[config.mk]
export PLATFORM = sky130hd
export DESIGN_NAME = dmem_port_arbiter_flat
export DESIGN_NICKNAME = d
export VERILOG_FILES = /design/src/rtl/dmem_arb_pkg.sv /design/src/rtl/dmem_port_arbiter_if.sv /design/src/rtl/dmem_starve_ctr.sv /design/src/rtl/dmem_port_arbiter.sv /design/src/flat_wrapper.sv
export SDC_FILE = /design/constraint.sdc
export NUM_CORES = 1
export LEC_CHECK = 0
export CORE_AREA = 4 4 98 100
export DETAILED_ROUTE_END_ITERATION = 12
export DIE_AREA = 0 0 102 104
export GPL_TIMING_DRIVEN = 0
export PLACE_DENSITY = 0.69
export RECOVER_POWER = 100
export SYNTH_ARGS = -nofsm -noshare
export SYNTH_HDL_FRONTEND = slang
export SYNTH_SLANG_ARGS = --single-unit
[constraint.sdc]
create_clock -name clk -period 2.2 [get_ports clk]
set_input_delay 0.44 -clock clk [delete_from_list [all_inputs] [get_ports clk]]
set_output_delay 0.44 -clock clk [all_outputs]
set_load 0.005 [all_outputs]
[src/rtl/dmem_arb_pkg.sv]
// Shared types for the data-memory port arbiter: FSM states, port owner and
// the store bit position within the CPU op code.
package dmem_arb_pkg;
  typedef enum logic [1:0] {IDLE, CPU_RD, DMA_RD} state_e;
  typedef enum logic {OWN_CPU, OWN_DMA} owner_e;
  localparam int OP_STORE_BIT = 3;
endpackage

[src/rtl/dmem_port_arbiter_if.sv]
// CPU, DMA and memory-side signals of the shared data-memory port.
// slave = the arbiter; master = requesters plus the memory.
interface dmem_port_arbiter_if #(
  parameter int ADDR_WIDTH = 32,
  parameter int DATA_WIDTH = 32,
  parameter int MEM_AW     = 8
);
  logic                  cpu_en;
  logic [3:0]            cpu_op;
  logic [ADDR_WIDTH-1:0] cpu_address;
  logic [DATA_WIDTH-1:0] cpu_writedata;
  logic                  cpu_stalled;
  logic [DATA_WIDTH-1:0] cpu_rdata;
  logic                  cpu_rvalid;
  logic [1:0]            cpu_byteoff;
  logic                  dma_req;
  logic                  dma_we;
  logic [MEM_AW-1:0]     dma_addr;
  logic [DATA_WIDTH-1:0] dma_wdata;
  logic                  dma_gnt;
  logic [DATA_WIDTH-1:0] dma_rdata;
  logic                  dma_rvalid;
  logic                  mem_we;
  logic [MEM_AW-1:0]     mem_addr;
  logic [DATA_WIDTH-1:0] mem_wdata;
  logic [DATA_WIDTH-1:0] mem_rdata;

  modport slave (
    input  cpu_en, cpu_op, cpu_address, cpu_writedata,
    output cpu_stalled, cpu_rdata, cpu_rvalid, cpu_byteoff,
    input  dma_req, dma_we, dma_addr, dma_wdata,
    output dma_gnt, dma_rdata, dma_rvalid,
    output mem_we, mem_addr, mem_wdata,
    input  mem_rdata
  );

  modport master (
    output cpu_en, cpu_op, cpu_address, cpu_writedata,
    input  cpu_stalled, cpu_rdata, cpu_rvalid, cpu_byteoff,
    output dma_req, dma_we, dma_addr, dma_wdata,
    input  dma_gnt, dma_rdata, dma_rvalid,
    input  mem_we, mem_addr, mem_wdata,
    output mem_rdata
  );
endinterface

[src/rtl/dmem_starve_ctr.sv]
// Saturating count of consecutive denied DMA cycles; at_limit flips priority.
module dmem_starve_ctr #(
  parameter int LIMIT = 4,
  parameter int W     = $clog2(LIMIT+1)
) (
  input  logic clk,
  input  logic reset,
  input  logic inc,
  input  logic clr,
  output logic at_limit
);
  logic [W-1:0] cnt;

  always_ff @(posedge clk) begin
    if (reset || clr)                   cnt <= '0;
    else if (inc && cnt != W'(LIMIT))   cnt <= cnt + 1'b1;
  end

  assign at_limit = (cnt == W'(LIMIT));
endmodule

[src/rtl/dmem_port_arbiter.sv]
// Arbitrates the single data-memory port between the CPU load/store path and
// a DMA engine; derives the CPU stall from read latency and port contention.
module dmem_port_arbiter
  import dmem_arb_pkg::*;
#(
  parameter int ADDR_WIDTH   = 32,
  parameter int DATA_WIDTH   = 32,
  parameter int MEM_AW       = 8,
  parameter int STARVE_LIMIT = 4
) (
  input logic                 clk,
  input logic                 reset,
  dmem_port_arbiter_if.slave  bus
);
  state_e     state_q, state_d;
  owner_e     owner;
  logic [1:0] byteoff_q, byteoff_d;
  logic       gnt, at_limit;
  logic       io_store, cpu_cand, is_store;

  // I/O stores are handled elsewhere; they never touch the memory port.
  assign is_store = bus.cpu_op[OP_STORE_BIT];
  assign io_store = bus.cpu_en & is_store & bus.cpu_address[ADDR_WIDTH-1];
  assign cpu_cand = bus.cpu_en & ~io_store;

  logic unused_bits;
  assign unused_bits = ^{bus.cpu_op[2:0], bus.cpu_address[ADDR_WIDTH-2:MEM_AW+2]};

  dmem_starve_ctr #(.LIMIT(STARVE_LIMIT)) u_starve (
    .clk      (clk),
    .reset    (reset),
    .inc      (bus.dma_req & ~gnt),
    .clr      (gnt),
    .at_limit (at_limit)
  );

  always_ff @(posedge clk) begin
    if (reset) begin
      state_q   <= IDLE;
      byteoff_q <= 2'b00;
    end else begin
      state_q   <= state_d;
      byteoff_q <= byteoff_d;
    end
  end

  always_comb begin
    state_d         = state_q;
    byteoff_d       = byteoff_q;
    owner           = OWN_CPU;
    gnt             = 1'b0;
    bus.cpu_stalled = 1'b0;
    bus.cpu_rdata   = '0;
    bus.cpu_rvalid  = 1'b0;
    bus.cpu_byteoff = 2'b00;
    bus.dma_rdata   = '0;
    bus.dma_rvalid  = 1'b0;
    bus.mem_we      = 1'b0;
    bus.mem_addr    = '0;
    bus.mem_wdata   = '0;
    // Reset forces every output low, including the stall.
    if (!reset) begin
      bus.cpu_byteoff = byteoff_q;
      case (state_q)
        IDLE: begin
          if (cpu_cand || bus.dma_req) begin
            owner = (cpu_cand && !(bus.dma_req && at_limit)) ? OWN_CPU : OWN_DMA;
            if (owner == OWN_CPU) begin
              bus.mem_addr  = bus.cpu_address[MEM_AW+1:2];
              bus.mem_wdata = bus.cpu_writedata;
              if (is_store) begin
                bus.mem_we = 1'b1;
              end else begin
                bus.cpu_stalled = 1'b1;
                byteoff_d       = bus.cpu_address[1:0];
                state_d         = CPU_RD;
              end
            end else begin
              gnt             = 1'b1;
              bus.mem_we      = bus.dma_we;
              bus.mem_addr    = bus.dma_addr;
              bus.mem_wdata   = bus.dma_wdata;
              bus.cpu_stalled = cpu_cand;
              if (!bus.dma_we) state_d = DMA_RD;
            end
          end
        end
        CPU_RD: begin
          bus.cpu_rvalid = 1'b1;
          bus.cpu_rdata  = bus.mem_rdata;
          state_d        = IDLE;
        end
        DMA_RD: begin
          bus.dma_rvalid  = 1'b1;
          bus.dma_rdata   = bus.mem_rdata;
          bus.cpu_stalled = cpu_cand;
          state_d         = IDLE;
        end
        default: state_d = IDLE;
      endcase
    end
  end

  assign bus.dma_gnt = gnt;
endmodule
[src/flat_wrapper.sv]
// flat-port wrapper written by rule: the top's interface ports become plain ports
module dmem_port_arbiter_flat import dmem_arb_pkg::*;
#(
  parameter int ADDR_WIDTH   = 32,
  parameter int DATA_WIDTH   = 32,
  parameter int MEM_AW       = 8,
  parameter int STARVE_LIMIT = 4
)
  (clk, reset, bus_cpu_en, bus_cpu_op, bus_cpu_address, bus_cpu_writedata, bus_cpu_stalled, bus_cpu_rdata, bus_cpu_rvalid, bus_cpu_byteoff, bus_dma_req, bus_dma_we, bus_dma_addr, bus_dma_wdata, bus_dma_gnt, bus_dma_rdata, bus_dma_rvalid, bus_mem_we, bus_mem_addr, bus_mem_wdata, bus_mem_rdata);
  dmem_port_arbiter_if #(.ADDR_WIDTH(ADDR_WIDTH), .DATA_WIDTH(DATA_WIDTH), .MEM_AW(MEM_AW)) bus_i ();
  input logic clk;
  input logic reset;
  input wire logic [$bits(bus_i.cpu_en)-1:0] bus_cpu_en;
  input wire logic [$bits(bus_i.cpu_op)-1:0] bus_cpu_op;
  input wire logic [$bits(bus_i.cpu_address)-1:0] bus_cpu_address;
  input wire logic [$bits(bus_i.cpu_writedata)-1:0] bus_cpu_writedata;
  output wire logic [$bits(bus_i.cpu_stalled)-1:0] bus_cpu_stalled;
  output wire logic [$bits(bus_i.cpu_rdata)-1:0] bus_cpu_rdata;
  output wire logic [$bits(bus_i.cpu_rvalid)-1:0] bus_cpu_rvalid;
  output wire logic [$bits(bus_i.cpu_byteoff)-1:0] bus_cpu_byteoff;
  input wire logic [$bits(bus_i.dma_req)-1:0] bus_dma_req;
  input wire logic [$bits(bus_i.dma_we)-1:0] bus_dma_we;
  input wire logic [$bits(bus_i.dma_addr)-1:0] bus_dma_addr;
  input wire logic [$bits(bus_i.dma_wdata)-1:0] bus_dma_wdata;
  output wire logic [$bits(bus_i.dma_gnt)-1:0] bus_dma_gnt;
  output wire logic [$bits(bus_i.dma_rdata)-1:0] bus_dma_rdata;
  output wire logic [$bits(bus_i.dma_rvalid)-1:0] bus_dma_rvalid;
  output wire logic [$bits(bus_i.mem_we)-1:0] bus_mem_we;
  output wire logic [$bits(bus_i.mem_addr)-1:0] bus_mem_addr;
  output wire logic [$bits(bus_i.mem_wdata)-1:0] bus_mem_wdata;
  input wire logic [$bits(bus_i.mem_rdata)-1:0] bus_mem_rdata;
  assign bus_i.cpu_en = bus_cpu_en;
  assign bus_i.cpu_op = bus_cpu_op;
  assign bus_i.cpu_address = bus_cpu_address;
  assign bus_i.cpu_writedata = bus_cpu_writedata;
  assign bus_cpu_stalled = bus_i.cpu_stalled;
  assign bus_cpu_rdata = bus_i.cpu_rdata;
  assign bus_cpu_rvalid = bus_i.cpu_rvalid;
  assign bus_cpu_byteoff = bus_i.cpu_byteoff;
  assign bus_i.dma_req = bus_dma_req;
  assign bus_i.dma_we = bus_dma_we;
  assign bus_i.dma_addr = bus_dma_addr;
  assign bus_i.dma_wdata = bus_dma_wdata;
  assign bus_dma_gnt = bus_i.dma_gnt;
  assign bus_dma_rdata = bus_i.dma_rdata;
  assign bus_dma_rvalid = bus_i.dma_rvalid;
  assign bus_mem_we = bus_i.mem_we;
  assign bus_mem_addr = bus_i.mem_addr;
  assign bus_mem_wdata = bus_i.mem_wdata;
  assign bus_i.mem_rdata = bus_mem_rdata;
  dmem_port_arbiter #(.ADDR_WIDTH(ADDR_WIDTH), .DATA_WIDTH(DATA_WIDTH), .MEM_AW(MEM_AW), .STARVE_LIMIT(STARVE_LIMIT)) u_core (.clk(clk), .reset(reset), .bus(bus_i));
endmodule
### Word level (Yosys, flattened, before mapping)

Index checks and enable logic that the tools add are counted.

* bits in registers: 7
* output and inout bits: 111

* add/sub/neg operators: 1
* equality and inequality tests: 6
* mux-type cells: 34
* bitwise operators: 8
* reduce and logical (&&, ||, !) cells: 10

Operator list (count)
* $mux W32: 8
* $mux W8: 4
* $mux W1: 17
* $mux W2: 4
* $and A1 B1 Y1: 4
* $not A1 Y1: 4
* $reduce_and A4 Y1: 1
* $add A3 B1 Y3 const B: 1
* $eq A3 B3 Y1 const B: 1
* $logic_and A1 B1 Y1: 3
* $ne A3 B3 Y1 const B: 1
* $reduce_and A3 Y1: 1
* $eq A2 B1 Y1 const B: 1
* $eq A2 B2 Y1 const B: 1
* $logic_not A2 Y1: 1
* $logic_or A1 B1 Y1: 2
* $ne A2 B1 Y1 const B: 1
* $ne A2 B2 Y1 const B: 1
* $pmux W1 S2: 1
* $reduce_or A2 Y1: 1
* $logic_not A1 Y1: 1

### Longest topological paths before layout

Gate-level depths: netlist of run 1.

* word-level depth: 12
* gate-level depth with buffers: 8

### Cells and area by module

A second synthesis of run 1 with hierarchy kept.

* cells, all modules: 267
* area total of the unflattened synthesis: 1736.7 um^2

Modules (own cells, without submodules)
* dmem_port_arbiter: instances 1, cells each 249, area each 1549.0 um^2, sequential area each 80.1 um^2
* dmem_starve_ctr: instances 1, cells each 18, area each 187.7 um^2, sequential area each 60.1 um^2

### Worst setup path after synthesis of run 1

No wires, ideal clock.

* kind: input-to-output
* start: input port bus_cpu_en
* end: output port bus_mem_addr[0]
* data arrival time: 1.428 ns
* data required time: 1.760 ns
* slack: 0.332 ns
* stages: 6
* path buffers: 2
* path through: a21boi_2 > and2_1 > buf_4 > buf_2 > nand2_1 > a21oi_2

* word-level cells in the longest chain between the ends: 9
* elaborated cells between the ends (all ways): 10
* those cells by class: mux (4); bitwise (4); reduce/logical (2)

Ends and longest elaborated chain
* start: declaration: RTL line flat_wrapper.sv:13 `input wire logic [$bits(bus_i.cpu_en)-1:0] bus_cpu_en;`
* $and A1 B1 Y1 (2 in series): RTL line dmem_port_arbiter.sv:23 `assign io_store = bus.cpu_en & is_store & bus.cpu_address[ADDR_WIDTH-1];`
* $not A1 Y1: RTL line dmem_port_arbiter.sv:24 `assign cpu_cand = bus.cpu_en & ~io_store;`
* $and A1 B1 Y1 (*): RTL line dmem_port_arbiter.sv:24
* $logic_and A1 B1 Y1: RTL line dmem_port_arbiter.sv:67 `owner = (cpu_cand && !(bus.dma_req && at_limit)) ? OWN_CPU : OWN_DMA;`
* $mux W8: RTL line dmem_port_arbiter.sv:68 `if (owner == OWN_CPU) begin`
* $mux W8 (*): RTL line dmem_port_arbiter.sv:66 `if (cpu_cand || bus.dma_req) begin`
* $mux W8 (*): RTL line dmem_port_arbiter.sv:64 `case (state_q)`
* $mux W8 (*): RTL line dmem_port_arbiter.sv:62 `if (!reset) begin`
* end: declaration: RTL line flat_wrapper.sv:29 `output wire logic [$bits(bus_i.mem_addr)-1:0] bus_mem_addr;`

Every way passes the cells marked *; elsewhere a longest branch is shown, timed or not.

### Worst setup path in the final report of run 1

* start: register u_core.state_q[0]
* end: output port bus_mem_wdata[8]

* word-level cells in the longest chain between the ends: 3

Ends and longest elaborated chain
* start: declaration: RTL line dmem_port_arbiter.sv:15 `state_e state_q, state_d;`
* start signal: assignment: RTL line dmem_port_arbiter.sv:42 `state_q <= state_d;`
* $logic_not A2 Y1: RTL line dmem_port_arbiter.sv:64
* $mux W32: RTL line dmem_port_arbiter.sv:64
* $mux W32: RTL line dmem_port_arbiter.sv:62
* end: declaration: RTL line flat_wrapper.sv:30 `output wire logic [$bits(bus_i.mem_wdata)-1:0] bus_mem_wdata;`

Every way passes these cells.

==> results.ini, run 1 <==
[global_routing]
overflow = 0
grt_pass1_wl_um = 13900
grtUsageTotal = 0.161
grt_max_degree = 15
antenna_found_initial = 0
first_global_vias = 2663

[sta]
hold_violations = 0
rsz0062_at_grt = true
fin_worst_skew_ps = 1.09
slew_headroom = 0.782
max_freq_ghz = 0.464
finalSetupViolCount = 0
finalCritPeriodShare = 0.980
final_max_slew_viol_count = 0
worst_pin_slew_ps = 326
period_minus_slack_ps = 2160

[floorplanning]
core_area_um2 = 8680
initial_core_util = 0.188
die_y_um = 104
dieWidth_um = 102
ios = 256
dieArea_um2 = 10600
rows = 34

[logic_synthesis]
synth-edff-count = 0
synth_top_cell_area_share = 0.209
avgSynthCellArea_um2 = 6.43
async_flop_share = 0
yosysWarnings = 0
synth_flop_cell = dfxtp_1
syn_area_um2 = 1630
synthTopCellsByCount = nand2_1, a21oi_2, and2_1
ys_seq_area_frac = 0.0858
synth_area_leaders = a21oi_2, nand2_1, and2_1
synth_nets = 401
synthCells = 254
synth.most_common_cell = nand2_1
yosysTopAreaCell = a21oi_2
synth-seq-cells = 7
ys_types = 32

[routing]
dr.pass1.iters = 4
detail-route-antenna-nets = 0
wl_per_cell_um = 15.4
top_layer = met4
drcViolationCount = 0
drt_first_iter_violations = 42
drt-met1-wl_um = 3330
via_per_inst = 4.37
wl_um = 9560
met3_length_um = 923
wl_met2_um = 5150
vias = 2711

[layout]
drive_gt1_frac = 0.287
syn_to_final_growth_pct = 162
multiInputGateArea_um2 = 1390
fillers = 896
post-route-util = 0.492
diodes = 0
layout.area.seq_um2 = 148
nets = 660

[setup_path]
cp_cell_sequence = or3_4 -> o21bai_4 -> buf_8 -> buf_6 -> a21oi_2 -> buf_2
cp_top_family = buffers and inverters
r2r_end = u_core.u_starve.cnt[1]
worstRegToRegCells = 5
cp_slowest_cell = or3_4
critical-path-max-stage-delay_ps = 390
regToRegSetupSlack_ps = 590
required_ps = 1760
cp-start-kind = register
startpoint = u_core.state_q[0]
arrival_ps = 1720
r2r-start = u_core.state_q[0]
endpoint_kind = output pin
criticalPathCategory = register to output pin
critPathMaxFanout = 5
crit_buf_inv = 3

[clock_network]
cts_buffer_depth = 2
clk_latency_ps = 220
htreeDepth = 1
root_buffer = clkbuf_8
clk_pin_slew_ps = 40
cts_tree = done
cts_made_buffers = 3
cts.sinks = 7

[power]
totalPowerFinal_uw = 974
powerDensity_nw_per_um2 = 228
p_leak_nw = 1.96
peakVddDrop_mv = 0.200

[job]
max-cap-violations = 0

[place]
hpwl_um = 7900
portBuffers = 231
place_congestion = 0.779

[worst_hold_path]
hold_depth = 2
whs_endpoint = u_core.state_q[0]
hp-start = bus_cpu_op[3]
hp-class = primary input to register

[run_status]
status = finished clean

==> routing by layer <==
metal | GRT usage | vias to the layer above
li1 | - | 1354
met1 | 0.166 | 1233
met2 | 0.320 | 114
met3 | 0.0362 | 10
met4 | 0.0291 | 0
met5 | 0 | -
==> sequential cells by signal (all words and copies together), names as in the netlist <==
| register | cells |
|---|---|
| u_core.byteoff_q | 2 |
| u_core.u_starve.cnt | 3 |
| u_core.state_q | 2 |
==> cell usage in the layout (no fill, tap or decap), types with 3 or more instances in the layout <==
cell type	n
nor2b_1	4
clkdlybuf4s25_1	19
clkdlybuf4s50_1	151
dfxtp_1	3
clkbuf_4	5
a21oi_2	37
buf_2	34
buf_8	4
clkbuf_8	6
and3_1	30
nor3_1	3
dlymetal6s2s_1	4
nor2_1	6
dlygate4sd3_1	10
buf_6	12
and2_1	32
dfxtp_2	3
clkbuf_2	3
nand2_1	79
buf_4	20
clkbuf_1	9
==> kinds of logic after synthesis <==
| logic type | after synthesis | synth area share |
|---|---|---|
| and+or+nand+nor | 165 | 0.505 |
| AOI/OAI and AO/OA | 48 | 0.264 |
| buffers and inverters | 27 | 0.0950 |
| DFF | 7 | 0.0858 |
| muxes | 3 | 0.0245 |
| xor gates and xnor gates | 2 | 0.0107 |
| adders and majority gates | 2 | 0.0153 |
==> what timing repair did <==
item,CTS,global route
setup buffers,25,2
resized for setup,242,41
setup endpoints to repair,108,97
hold buffers,0,0
pin swaps,7,4
cloned,2,0
==> through the flow <==
step | instances | TNS [ps] | instance area (µm²) | hold WS, ps | setup WS, ps
finish | 620 | 0 | 4270 | 492 | 44.9
detailed placement | 593 | -88130 | 4080 | 527 | -1000
floorplan | 254 | 0 | 1630 | 490 | 332
CTS | 623 | -1140 | 4310 | 498 | -64.2
global route | 620 | -164 | 4270 | 495 | -27.8
global placement | 593 | -86560 | 4080 | 508 | -970
==> worst max path at each step <==
stage	depth (start not counted)	endpoint	slack, ps
2_1_floorplan	6	bus_mem_addr[0]	330
3_3_place_gp	5	bus_cpu_rdata[0]	-970
3_5_place_dp	8	bus_mem_addr[5]	-1000
4_1_cts	8	bus_mem_addr[5]	-60
5_1_grt	6	bus_mem_wdata[8]	-30
6_report	6	bus_mem_wdata[8]	40
==> final cells by class <==
type / instances / area share
Clock buffer: 4 / 0.0105
Multi-Input combinational cell: 220 / 0.326
Buffer: 19 / 0.0448
Sequential cell: 7 / 0.0346
Inverter: 3 / 0.00264
Timing Repair Buffer: 259 / 0.550
Tap cell: 108 / 0.0316
==> where the power goes <==
part,leakage [nW],internal [mW],switching [mW]
sequential,0.0590,0.133,0.00472
clock,0.0228,0.125,0.0524
combinational,1.88,0.400,0.258
(Power assumes the default switching activity.)
==> run 2: changes to the inputs <==
--- a/config.mk
+++ b/config.mk
@@ -6,6 +6,7 @@
 export NUM_CORES = 1
 export LEC_CHECK = 0
 export CORE_AREA = 4 4 98 100
+export CTS_CLUSTER_SIZE = 8
 export DETAILED_ROUTE_END_ITERATION = 12
 export DIE_AREA = 0 0 102 104
 export GPL_TIMING_DRIVEN = 0
==> results of run 2 <==
The final DEF is identical to that of run 1; final timing and power are the same.
==> run 3: changes to the inputs <==
--- a/config.mk
+++ b/config.mk
@@ -5,12 +5,12 @@
 export SDC_FILE = /design/constraint.sdc
 export NUM_CORES = 1
 export LEC_CHECK = 0
-export CORE_AREA = 4 4 98 100
+export CORE_AREA = 4 4 96 98
 export CTS_CLUSTER_SIZE = 8
 export DETAILED_ROUTE_END_ITERATION = 12
-export DIE_AREA = 0 0 102 104
+export DIE_AREA = 0 0 100 102
 export GPL_TIMING_DRIVEN = 0
-export PLACE_DENSITY = 0.69
+export PLACE_DENSITY = 0.74
 export RECOVER_POWER = 100
 export SYNTH_ARGS = -nofsm -noshare
 export SYNTH_HDL_FRONTEND = slang
==> constraint.sdc (replaced) <==
create_clock -name clk -period 1.9 [get_ports clk]
set_input_delay 0.38 -clock clk [delete_from_list [all_inputs] [get_ports clk]]
set_output_delay 0.38 -clock clk [all_outputs]
set_load 0.005 [all_outputs]
==> run 3 against run 2 <==
  * The flow now finishes with violations (setup timing)
  * Wire length up 5.4%
  * Final cell count is 5.5% higher
  * Setup slack worse by 330 ps
  * Global-route usage up 1.0 points
  * Clock power increased by 16%
  * Clock skew rose by 0.91 ps
  * Core utilization increased by 7.8 points
  * Cell area is 13% higher
  * Combinational power is 38% higher
  * Register-to-register slack got worse by 230 ps
  * Non-clock buffer count grew 34
  * Critical path type unchanged
  * Highest routed layer unchanged
==> results.ini, run 3 (synthesis gave the netlist of run 1 again) <==
[run_status]
status = finished, violations left  ; was finished clean
violations = setup timing

[sta]
final_max_slew_viol_count = 0  ; unchanged
holdWs_ps = 536  ; was 492 ps
rsz0062_at_grt = true  ; unchanged
setup_ws_ps = -284  ; was 44.9 ps
tns_ps = -8650  ; was 0 ps
max_freq_ghz = 0.458
period_minus_slack_ps = 2180
slew_headroom = 0.812  ; was 0.782
finalCritPeriodShare = 1.15
worst_pin_slew_ps = 282  ; was 326 ps
finalSetupViolCount = 46  ; was 0
fin_worst_skew_ps = 2.01  ; was 1.09 ps
hold_violations = 0  ; unchanged

[global_routing]
grt_pass1_wl_um = 14100  ; was 13,900 µm
overflow = 0  ; unchanged
antenna_found_initial = 0  ; unchanged
first_global_vias = 2754  ; was 2,663
grtUsageTotal = 0.171  ; was 0.161
grt_max_degree = 11  ; was 15

[worst_hold_path]
hp-class = primary input to register  ; unchanged
hold_depth = 2  ; unchanged
whs_endpoint = u_core.state_q[0]  ; unchanged
hp-start = bus_cpu_op[3]  ; unchanged

[setup_path]
cp-start-kind = register  ; unchanged
criticalPathCategory = register to output pin  ; unchanged
r2r_end = u_core.byteoff_q[0]  ; was u_core.u_starve.cnt[1]
r2r-start = u_core.u_starve.cnt[0]  ; was u_core.state_q[0]
endpoint_kind = output pin  ; unchanged
required_ps = 1520  ; was 1760 ps
critPathMaxFanout = 6  ; was 5
startpoint = u_core.state_q[0]  ; unchanged
worstRegToRegCells = 8  ; was 5
regToRegSetupSlack_ps = 360  ; was 590 ps
arrival_ps = 1800  ; was 1720 ps

[layout]
top_regs = u_core.u_starve.cnt (3), u_core.byteoff_q (2), u_core.state_q (2)  ; unchanged
regMostFlops = u_core.u_starve.cnt  ; unchanged
instances_no_fill = 654  ; was 620
layout_commonest_cell = clkdlybuf4s50_1  ; unchanged
syn_to_final_growth_pct = 196  ; was 162%
nets = 694  ; was 660
drive_gt1_frac = 0.403  ; was 0.287
largest_reg_flops = 3  ; unchanged
design_area_um2 = 4830  ; was 4270 µm²
diodes = 0  ; unchanged
most-common-layout-cells = clkdlybuf4s50_1, nand2_1, buf_2, dlymetal6s2s_1, buf_4  ; was clkdlybuf4s50_1, nand2_1, a21oi_2, buf_2, and2_1
post-route-util = 0.570  ; was 0.492

[clock_network]
htreeDepth = 1  ; unchanged
clk_latency_ps = 220  ; about the same
cts.sinks = 7  ; unchanged
cts_buffer_depth = 2  ; unchanged
root_buffer = clkbuf_8  ; unchanged
hold_buffers = 0  ; unchanged
cts_made_buffers = 3  ; unchanged
clk_pin_slew_ps = 40  ; about the same
cts_tree = done  ; unchanged

[routing]
drcViolationCount = 0  ; unchanged
detail-route-antenna-nets = 0  ; unchanged
via_per_inst = 4.36  ; was 4.37
drt_first_iter_violations = 65  ; was 42
dr.pass1.iters = 6  ; was 4
wl_um = 10100  ; was 9560 µm
wl_per_cell_um = 15.4  ; about the same
vias = 2849  ; was 2,711

[floorplanning]
core_area_um2 = 8470  ; was 8680 µm²
rows = 34  ; unchanged
ios = 256  ; unchanged
die_y_um = 102  ; was 104 µm
dieArea_um2 = 10200  ; was 10,600 µm²
dieWidth_um = 100  ; was 102 µm
initial_core_util = 0.193  ; was 0.188

[place]
pre_cts_slack_ps = -1160  ; was -1000 ps
portBuffers = 231  ; unchanged
hpwl_um = 7680  ; was 7900 µm
dpl_cell_area_um2 = 4080  ; unchanged
place_congestion = 0.787  ; was 0.779
numPlacedInstances = 593  ; unchanged

[power]
powerDensity_nw_per_um2 = 264  ; was 228 nW/µm²
totalPowerFinal_mw = 1.27  ; was 974 µW
p_leak_nw = 3.04  ; was 1.96 nW
peakVddDrop_mv = 0.419  ; was 0.200 mV

[job]
max-cap-violations = 0  ; unchanged

[run 3: cell types whose count changed in the layout (fill, tap and decap cells not counted), sizes merged]
cell and change:
buf +58, clkdlybuf4s25 -19, clkdlybuf4s50 -34, dlymetal6s2s +41
dlygate4sd2 +3, clkdlybuf4s15 -2, dlygate4sd3 -10, clkbuf -3
[run 3: what timing repair did]
action | in CTS | in global routing
hold endpoints to repair | 0 | 0
buffers inserted | 36 | 25
resized for setup | 270 | 141
endpoints found under the setup margin | 113 | 105
gates cloned | 3 | 2
pin swaps | 12 | 9
[run 3: worst max-delay path, stage by stage (launching register included)]
cell and delay [ps]:
dfxtp_4 340, or3_4 400, o21bai_4 220, buf_8 160, buf_8 130, buf_6 110, a21oi_2 80, buf_2 130
[run 3: how the worst max path moves through the flow]
stage	slack [ps]	end
after floorplan	150	bus_mem_addr[0]
after global placement	-1200	bus_cpu_rdata[0]
after global routing	-360	bus_mem_we
after detailed placement	-1160	bus_mem_addr[5]
after CTS	-460	bus_mem_wdata[25]
final	-280	bus_mem_we
[run 3: cell type report]
| cell class | instances | area (µm²) |
|---|---|---|
| fillers | 765 | 3640 |
| repair buffers | 291 | 2740 |
| multi-input cells | 220 | 1470 |
| plain buffers | 21 | 275 |
| flip-flops and latches | 7 | 150 |
| well taps | 108 | 135 |
| clock buffers | 4 | 45.0 |
| inverters | 3 | 11.3 |
[run 3: per-layer routing]
metal	part of all wire	track usage	vias up	wire, µm
met4	0.013	0.0259	0	129
met1	0.39	0.205	1297	3940
li1	-	-	1426	-
met5	0	0	-	0
met3	0.069	0.0300	10	692
met2	0.53	0.323	116	5320
[run 3: power breakdown]
| group | switching (mW) | internal, mW |
|---|---|---|
| Sequential | 0.00484 | 0.154 |
| Combinational | 0.339 | 0.570 |
| Clock | 0.0610 | 0.145 |
| Total | 0.405 | 0.869 |
